[src/rtl/pe_mac_array_cell_pkg.sv]
// Shared types and default widths for the systolic MAC array cell.
package pe_mac_array_cell_pkg;

    typedef enum logic [1:0] {
        ACC  = 2'd0,
        SELF = 2'd1,
        PASS = 2'd2
    } cell_state_t;

    localparam int DEF_DATA_W = 8;
    localparam int DEF_ACC_W  = 24;

endpackage

[src/rtl/pe_mac_array_cell_mac_sat.sv]
// pe_mac_sat: combinational extend-multiply-accumulate step of the array cell.
// Defining PE_SATURATE_EN clamps at the signed/unsigned accumulator limits instead of wrapping.
module pe_mac_sat
    import pe_mac_array_cell_pkg::*;
#(
    parameter int DATA_W = DEF_DATA_W,
    parameter int ACC_W  = DEF_ACC_W
) (
    input  logic [DATA_W-1:0] a,
    input  logic [DATA_W-1:0] b,
    input  logic              signed_mode,
    input  logic [ACC_W-1:0]  acc,
    output logic [ACC_W-1:0]  sum,
    output logic              clamped
);

    localparam int PROD_W = 2 * DATA_W;

    logic signed [PROD_W-1:0] prod_s;
    logic        [PROD_W-1:0] prod_u;
    logic signed [ACC_W-1:0]  ext_s;
    logic        [ACC_W-1:0]  ext_u;
    logic        [ACC_W-1:0]  addend;

    assign prod_s = $signed(a) * $signed(b);
    assign prod_u = a * b;
    // The size cast of a signed value sign-extends; of an unsigned value zero-extends.
    assign ext_s  = ACC_W'(prod_s);
    assign ext_u  = ACC_W'(prod_u);
    assign addend = signed_mode ? ext_s : ext_u;

`ifdef PE_SATURATE_EN
    // Returns {clamped, result}.
    function automatic logic [ACC_W:0] sat_add(input logic [ACC_W-1:0] x,
                                               input logic [ACC_W-1:0] y,
                                               input logic             sm);
        logic [ACC_W:0] raw;
        raw = {1'b0, x} + {1'b0, y};
        if (sm) begin
            if ((x[ACC_W-1] == y[ACC_W-1]) && (raw[ACC_W-1] != x[ACC_W-1])) begin
                if (x[ACC_W-1])
                    return {1'b1, 1'b1, {(ACC_W-1){1'b0}}};
                else
                    return {1'b1, 1'b0, {(ACC_W-1){1'b1}}};
            end
        end else if (raw[ACC_W]) begin
            return {1'b1, {ACC_W{1'b1}}};
        end
        return {1'b0, raw[ACC_W-1:0]};
    endfunction

    assign {clamped, sum} = sat_add(acc, addend, signed_mode);
`else
    assign sum     = acc + addend;
    assign clamped = 1'b0;
`endif

endmodule

[src/rtl/pe_mac_array_cell.sv]
// Systolic MAC array cell: operand forwarding, accumulate, and daisy-chained result drain.
// Saturation is selected by PE_SATURATE_EN inside pe_mac_sat; otherwise acc_overflow stays 0.
module pe_mac_array_cell
    import pe_mac_array_cell_pkg::*;
#(
    parameter int DATA_W    = DEF_DATA_W,
    parameter int ACC_W     = DEF_ACC_W,
    parameter int CHAIN_POS = 0
) (
    input  logic              clk,
    input  logic              rst_n,
    input  logic              clear,
    input  logic              signed_mode,
    input  logic [DATA_W-1:0] a_in,
    input  logic              a_valid_in,
    input  logic [DATA_W-1:0] b_in,
    input  logic              b_valid_in,
    output logic [DATA_W-1:0] a_out,
    output logic              a_valid_out,
    output logic [DATA_W-1:0] b_out,
    output logic              b_valid_out,
    input  logic              drain,
    input  logic [ACC_W-1:0]  c_in,
    input  logic              c_valid_in,
    output logic [ACC_W-1:0]  c_out,
    output logic              c_valid_out,
    output logic              busy,
    output logic              acc_overflow
);

    localparam logic [7:0] LAST_BEAT = 8'((CHAIN_POS > 0) ? CHAIN_POS - 1 : 0);

    cell_state_t      state;
    logic [ACC_W-1:0] acc;
    logic [7:0]       pass_cnt;
    logic [ACC_W-1:0] mac_sum;
    logic             mac_clamp;
    logic             mac_en;

    assign mac_en = a_valid_in && b_valid_in;

    pe_mac_sat #(
        .DATA_W(DATA_W),
        .ACC_W (ACC_W)
    ) u_mac (
        .a          (a_in),
        .b          (b_in),
        .signed_mode(signed_mode),
        .acc        (acc),
        .sum        (mac_sum),
        .clamped    (mac_clamp)
    );

    // Operand forwarding runs independently of the FSM.
    always_ff @(posedge clk or negedge rst_n) begin
        if (!rst_n) begin
            a_out       <= '0;
            a_valid_out <= 1'b0;
            b_out       <= '0;
            b_valid_out <= 1'b0;
        end else begin
            a_valid_out <= a_valid_in;
            b_valid_out <= b_valid_in;
            if (a_valid_in) a_out <= a_in;
            if (b_valid_in) b_out <= b_in;
        end
    end

    always_ff @(posedge clk or negedge rst_n) begin
        if (!rst_n) begin
            state        <= ACC;
            acc          <= '0;
            pass_cnt     <= '0;
            c_out        <= '0;
            c_valid_out  <= 1'b0;
            busy         <= 1'b0;
            acc_overflow <= 1'b0;
        end else if (clear) begin
            state        <= ACC;
            acc          <= '0;
            pass_cnt     <= '0;
            c_valid_out  <= 1'b0;
            busy         <= 1'b0;
            acc_overflow <= 1'b0;
        end else begin
            case (state)
                ACC: begin
                    c_valid_out <= 1'b0;
                    // A drain snapshots the accumulator; a coincident pair is not added.
                    if (drain) begin
                        state       <= SELF;
                        c_out       <= acc;
                        c_valid_out <= 1'b1;
                        busy        <= 1'b1;
                    end else if (mac_en) begin
                        acc <= mac_sum;
                        if (mac_clamp) acc_overflow <= 1'b1;
                    end
                end
                SELF: begin
                    c_valid_out <= 1'b0;
                    pass_cnt    <= '0;
                    if (CHAIN_POS > 0) begin
                        state <= PASS;
                    end else begin
                        state <= ACC;
                        acc   <= '0;
                        busy  <= 1'b0;
                    end
                end
                PASS: begin
                    c_out       <= c_in;
                    c_valid_out <= c_valid_in;
                    if (c_valid_in) begin
                        if (pass_cnt == LAST_BEAT) begin
                            state    <= ACC;
                            acc      <= '0;
                            busy     <= 1'b0;
                            pass_cnt <= '0;
                        end else begin
                            pass_cnt <= pass_cnt + 8'd1;
                        end
                    end
                end
                default: begin
                    state <= ACC;
                    busy  <= 1'b0;
                end
            endcase
        end
    end

endmodule

[config.mk]
export PLATFORM = sky130hd
export DESIGN_NAME = pe_mac_array_cell
export DESIGN_NICKNAME = d
export VERILOG_FILES = /design/src/rtl/pe_mac_array_cell_pkg.sv /design/src/rtl/pe_mac_array_cell_mac_sat.sv /design/src/rtl/pe_mac_array_cell.sv
export SDC_FILE = /design/constraint.sdc
export NUM_CORES = 1
export LEC_CHECK = 0
export ABC_AREA = 1
export BUFFER_PORTS_ARGS = -buffer_cell sky130_fd_sc_hd__clkbuf_2
export CAP_MARGIN = 25
export CORE_UTILIZATION = 61
export DETAILED_ROUTE_END_ITERATION = 16
export PLACE_DENSITY = 0.83
export SLEW_MARGIN = 10
export SYNTH_ARGS = -nofsm -noshare
export SYNTH_HDL_FRONTEND = slang
export SYNTH_SLANG_ARGS = --single-unit
[constraint.sdc]
create_clock -name clk -period 2.1 [get_ports clk]
set_input_delay 0.21 -clock clk [delete_from_list [all_inputs] [get_ports clk]]
set_output_delay 0.21 -clock clk [all_outputs]
set_load 0.02 [all_outputs]
==> run summary, run 1 <==
nets in the synthesized netlist -> 1325
setup slack at placement -> -3.470 ns
deepest clock path buffer count -> 2
run status -> stopped before the end
endpoint with the least setup slack after the last global-route repair -> acc[20]$_DFFE_PN0P_/D
Remaining Overflow, GRT -> 1923
TritonCTS Buffers -> 9
most area-hungry cell type in the Yosys netlist -> fa_1
top-area cell type share of the netlist area -> 20.92%
most common flop cell mapped by yosys -> dfrtp_1
Die Y-Extent -> 118.1 µm
post-synthesis instance total -> 1109
Avg Inst Size Synth -> 7.419 µm²
pin count of the biggest net entering global routing -> 69
Final HPWL DP -> 18800 µm
area of the mapped netlist -> 8228 µm²
cell count after placement -> 1491
Post-synth EDFFs -> 0
flops & latches, synth -> 68
htree depth -> 3
CTS Sinks -> 68
worst endpoint type -> register data pin
most used standard cell by instance count after synthesis -> nand2_1
Synth warnings -> 0
root cell of the clock tree -> clkbuf_16
First Err -> [ERROR GRT-0232] Routing congestion too high. Check the congestion heatmap in the GUI.
Exit stage -> global routing
all-layer global routing usage -> 108.3%
number of distinct standard cells referenced by the synthesized netlist -> 42
async set-reset flop share out of synthesis -> 100.0%
share of the yosys chip area belonging to registers -> 20.68%
number of standard-cell rows in the floorplan -> 42
Starting Density -> 62.38%
largest cells by area after synthesis -> fa_1, dfrtp_1, nand2_1, ha_1, inv_1
I/O Buffers -> 66
Die Width -> 118.1 µm
leading cell types by count after synthesis -> nand2_1, inv_1, fa_1, ha_1, dfrtp_1
I/O pins -> 93
Post-DP Area -> 10480 µm²
routability congestion estimate -> 0.9175
## routing by layer
layer	GRT usage (%)	GRT overflow
met1	93.04	10
met2	158.5	1626
met3	72.35	11
met4	115.0	276
met5	24.26	0
## through the flow
step	hold slack, ns	utilization (%)
4_1_cts	0.1203	91.22
3_3_place_gp	0.2433	79.43
2_1_floorplan	-0.08559	-
3_5_place_dp	0.2509	79.43
## cell families after synthesis
family	synth area share [%]
flops	20.68
xor+xnor	0.8515
simple gates	20.30
buf+inv	13.85
other cells	0.04558
compound gates	10.87
fa+ha+maj	33.39
## repair_timing
| item | in CTS |
|---|---|
| hold endpoints to repair | 68 |
| pin swaps | 93 |
| hold buffers | 1 |
| setup endpoints to repair | 22 |
| setup buffers | 33 |
| resized for setup | 219 |
==> run 2, diff against run 1 <==
--- a/config.mk
+++ b/config.mk
@@ -8,9 +8,9 @@
 export ABC_AREA = 1
 export BUFFER_PORTS_ARGS = -buffer_cell sky130_fd_sc_hd__clkbuf_2
 export CAP_MARGIN = 25
-export CORE_UTILIZATION = 61
+export CORE_UTILIZATION = 40
 export DETAILED_ROUTE_END_ITERATION = 16
-export PLACE_DENSITY = 0.83
+export PLACE_DENSITY_LB_ADDON = 0.15
 export SLEW_MARGIN = 10
 export SYNTH_ARGS = -nofsm -noshare
 export SYNTH_HDL_FRONTEND = slang
==> run 2 against run 1 <==
Against the previous run: the flow now finishes, with violations (setup timing); synthesized cell count unchanged; area after synthesis stayed put.
==> run summary, run 2 <==
I/O Buffers -> 66
area of combinational cells with multiple inputs -> 6917 µm²
via count of the first global-routing pass -> 8033
Power Total -> 0.01621 W
CTS Sinks -> 68
most frequent cells in the layout -> nand2_1, inv_1, buf_4
top-area cell type share of the netlist area -> 20.92%
area fraction in and, or, nand and nor cells after synthesis -> 20.30%
total via count in the routed design -> 7694
arrival time of data at the critical path endpoint -> 5.15 ns
transition time of the tightest slew-check pin -> 0.5949 ns
total die area -> 21150 µm²
most common flop cell mapped by yosys -> dfrtp_1
mean number of vias per cell -> 4.726
kind of capture point of the worst setup path -> register
clock input transition at the sequential cells of the worst setup and hold paths -> 0.06 ns
async set-reset flop share out of synthesis -> 100.0%
htree depth -> 3
Starting Density -> 40.79%
post-layout instance area -> 12430 µm²
most used standard cell by instance count after synthesis -> nand2_1
Post-DP Area -> 10640 µm²
final critical delay including setup and external delays -> 4.923 ns
area of all sequential standard cells -> 1702 µm²
Crit path buffers/inverters -> 10
Final Hold Slack -> 0.1286 ns
share of the yosys chip area belonging to registers -> 20.68%
pin count of the biggest net entering global routing -> 43
worst relative slew slack -> 60.28%
Post-synth EDFFs -> 0
count of max-cap constraint violations -> 0
P_leak -> 6.544 nW
Pre-antenna DRT Iters -> 5
Clock Skews -> 0.009045 ns
placeable core area -> 20170 µm²
run status -> finished, violations left
number of standard-cell rows in the floorplan -> 52
Avg Inst Size Synth -> 7.419 µm²
deepest clock path buffer count -> 2
ratio of cells with drive above 1 in the final layout -> 42.12%
Die Width -> 145.4 µm
most area-hungry cell type in the Yosys netlist -> fa_1
wire length of the first global-routing pass -> 38930 µm
clock tree from TritonCTS -> yes
crit path launch type -> input pin
IR Drop Worst-Case VDD -> 0.6973 mV
number of antenna violations at the first check in global routing -> 0
clock latency on the worst-skew pair -> 0.34 ns
largest cells by area after synthesis -> fa_1, dfrtp_1, nand2_1, ha_1, inv_1
Synth warnings -> 0
most frequent cell on the critical path -> inv_2
Final Cycle Share -> 234.4%
final routed wirelength across all metal layers -> 22690 µm
main combinational cell family by area after synthesis -> adder cells
number of design rule violations left after detail routing -> 0
total of endpoints with negative setup slack in the final report -> 21
Net count, final -> 1570
cell family contributing the most delay on the critical path -> adder cells
Remaining Overflow, GRT -> 0
leading cell types by count after synthesis -> nand2_1, inv_1, fa_1, ha_1, dfrtp_1
Avg WL per Cell -> 13.94 µm
I/O pins -> 93
Hold Violations, Final -> 0
routability congestion estimate -> 0.8538
first-iteration detailed-routing DRC count -> 290
Die Y-Extent -> 145.4 µm
diodes inserted -> 0
critical setup path kind -> input pin to register
post-synthesis adder-cell area fraction -> 33.39%
slowest stage delay, CP -> 0.55 ns
final antenna-violating net count -> 0
kind of path behind the tightest hold check -> input pin to register
share of synthesized area spent on multiplexers -> 0%
all-layer global routing usage -> 22.91%
filler cell count -> 1800
setup repair after global routing missed its margin -> yes
largest registers in the final layout -> acc (24), c_out (24)
most common cell after layout, fill and taps aside -> nand2_1
nets in the synthesized netlist -> 1325
flops & latches, synth -> 68
root cell of the clock tree -> clkbuf_16
utilization after layout -> 61.61%
final-report max-slew violation count -> 0
xor-xnor portion of the synthesized cell area -> 0.8516%
worst-path fanout max -> 5
post-synthesis instance total -> 1109
TritonCTS Buffers -> 9
Area growth syn-to-layout -> 51.02%
area of the mapped netlist -> 8228 µm²
Critical-path top delay cell -> fa_1
least setup slack across all paths after layout -> -2.823 ns
required time at the endpoint of the critical path -> 2.33 ns
peak clock frequency supported by timing -> 203.1 MHz
Final HPWL DP -> 18030 µm
compound-cell area share of the yosys netlist -> 10.87%
violations in the final reports -> setup timing
pwr/cell area -> 1304 nW/µm²
number of distinct standard cells referenced by the synthesized netlist -> 42
[run 2: logic make-up (layout without fill, tap and decap cells)]
group                      Yosys count  in the layout
other                                1              1
adders and majority gates          168            168
xor gates and xnor gates             8              8
AOI/OAI and AO/OA                  164            164
and+or+nand+nor                    402            402
DFF                                 68             68
buffers and inverters              298            547
[run 2: metal layers]
metal,routed length [µm],up-vias,share of wire (%),track usage (%)
met5,0,-,0,0
met4,263,0,1.2,4.632
met3,526,15,2.3,3.292
met2,11180,89,49,38.87
met1,10720,3718,47,31.15
li1,-,3872,-,-
[run 2: cell type report]
type | instances | share of cell area (%)
clock buffer | 10 | 1.843
tap | 270 | 2.719
clock inverter | 5 | 0.6243
inverter | 268 | 8.277
timing repair buffer | 264 | 17.18
multi-input combinational | 743 | 55.66
sequential | 68 | 13.69
[run 2: power by group]
part           internal (W)  switching (W)
registers           0.00144       0.000102
logic               0.00627        0.00677
clock network       0.00103       0.000599
total               0.00874        0.00747
[run 2: worst paths after layout]
kind                       startpoint          end  slack (ns)  cells after the start
max                           b_in[2]      acc[20]       -2.82                     35
min                        a_valid_in  a_valid_out        0.13                      1
max reg2reg                    acc[0]      acc[16]        0.02                     15
min reg2reg                 c_out[12]    c_out[12]        0.47                      2
max in group asynchronous       rst_n    c_out[14]        1.15                      3
min in group asynchronous       rst_n     b_out[0]        0.37                      2
[run 2: stage by stage]
step           std cells  setup slack, ns  TNS, ns
2_1_floorplan       1109           -2.841   -48.17
3_3_place_gp        1590           -3.416   -61.35
3_5_place_dp        1590           -3.449   -61.89
4_1_cts             1621           -2.786   -49.29
5_1_grt             1628           -3.051   -53.91
6_report            1628           -2.823   -49.12
[run 2: worst reg2reg max path: cells and delay by family, from the launching register on]
kind | cells | cell delay, ns
AOI/OAI and AO/OA | 4 | 0.57
adders and majority gates | 2 | 0.37
buffers and inverters | 4 | 0.32
DFF | 1 | 0.38
and+or+nand+nor | 5 | 0.38
[run 2: timing repair]
item / in CTS / in global routing
pin swaps: 99 / 67
hold endpoints to repair: 30 / 0
gates resized for setup: 200 / 120
endpoints found under the setup margin: 22 / 22
setup buffers: 18 / 8
hold buffers: 1 / 0
(Power assumes the default switching activity.)
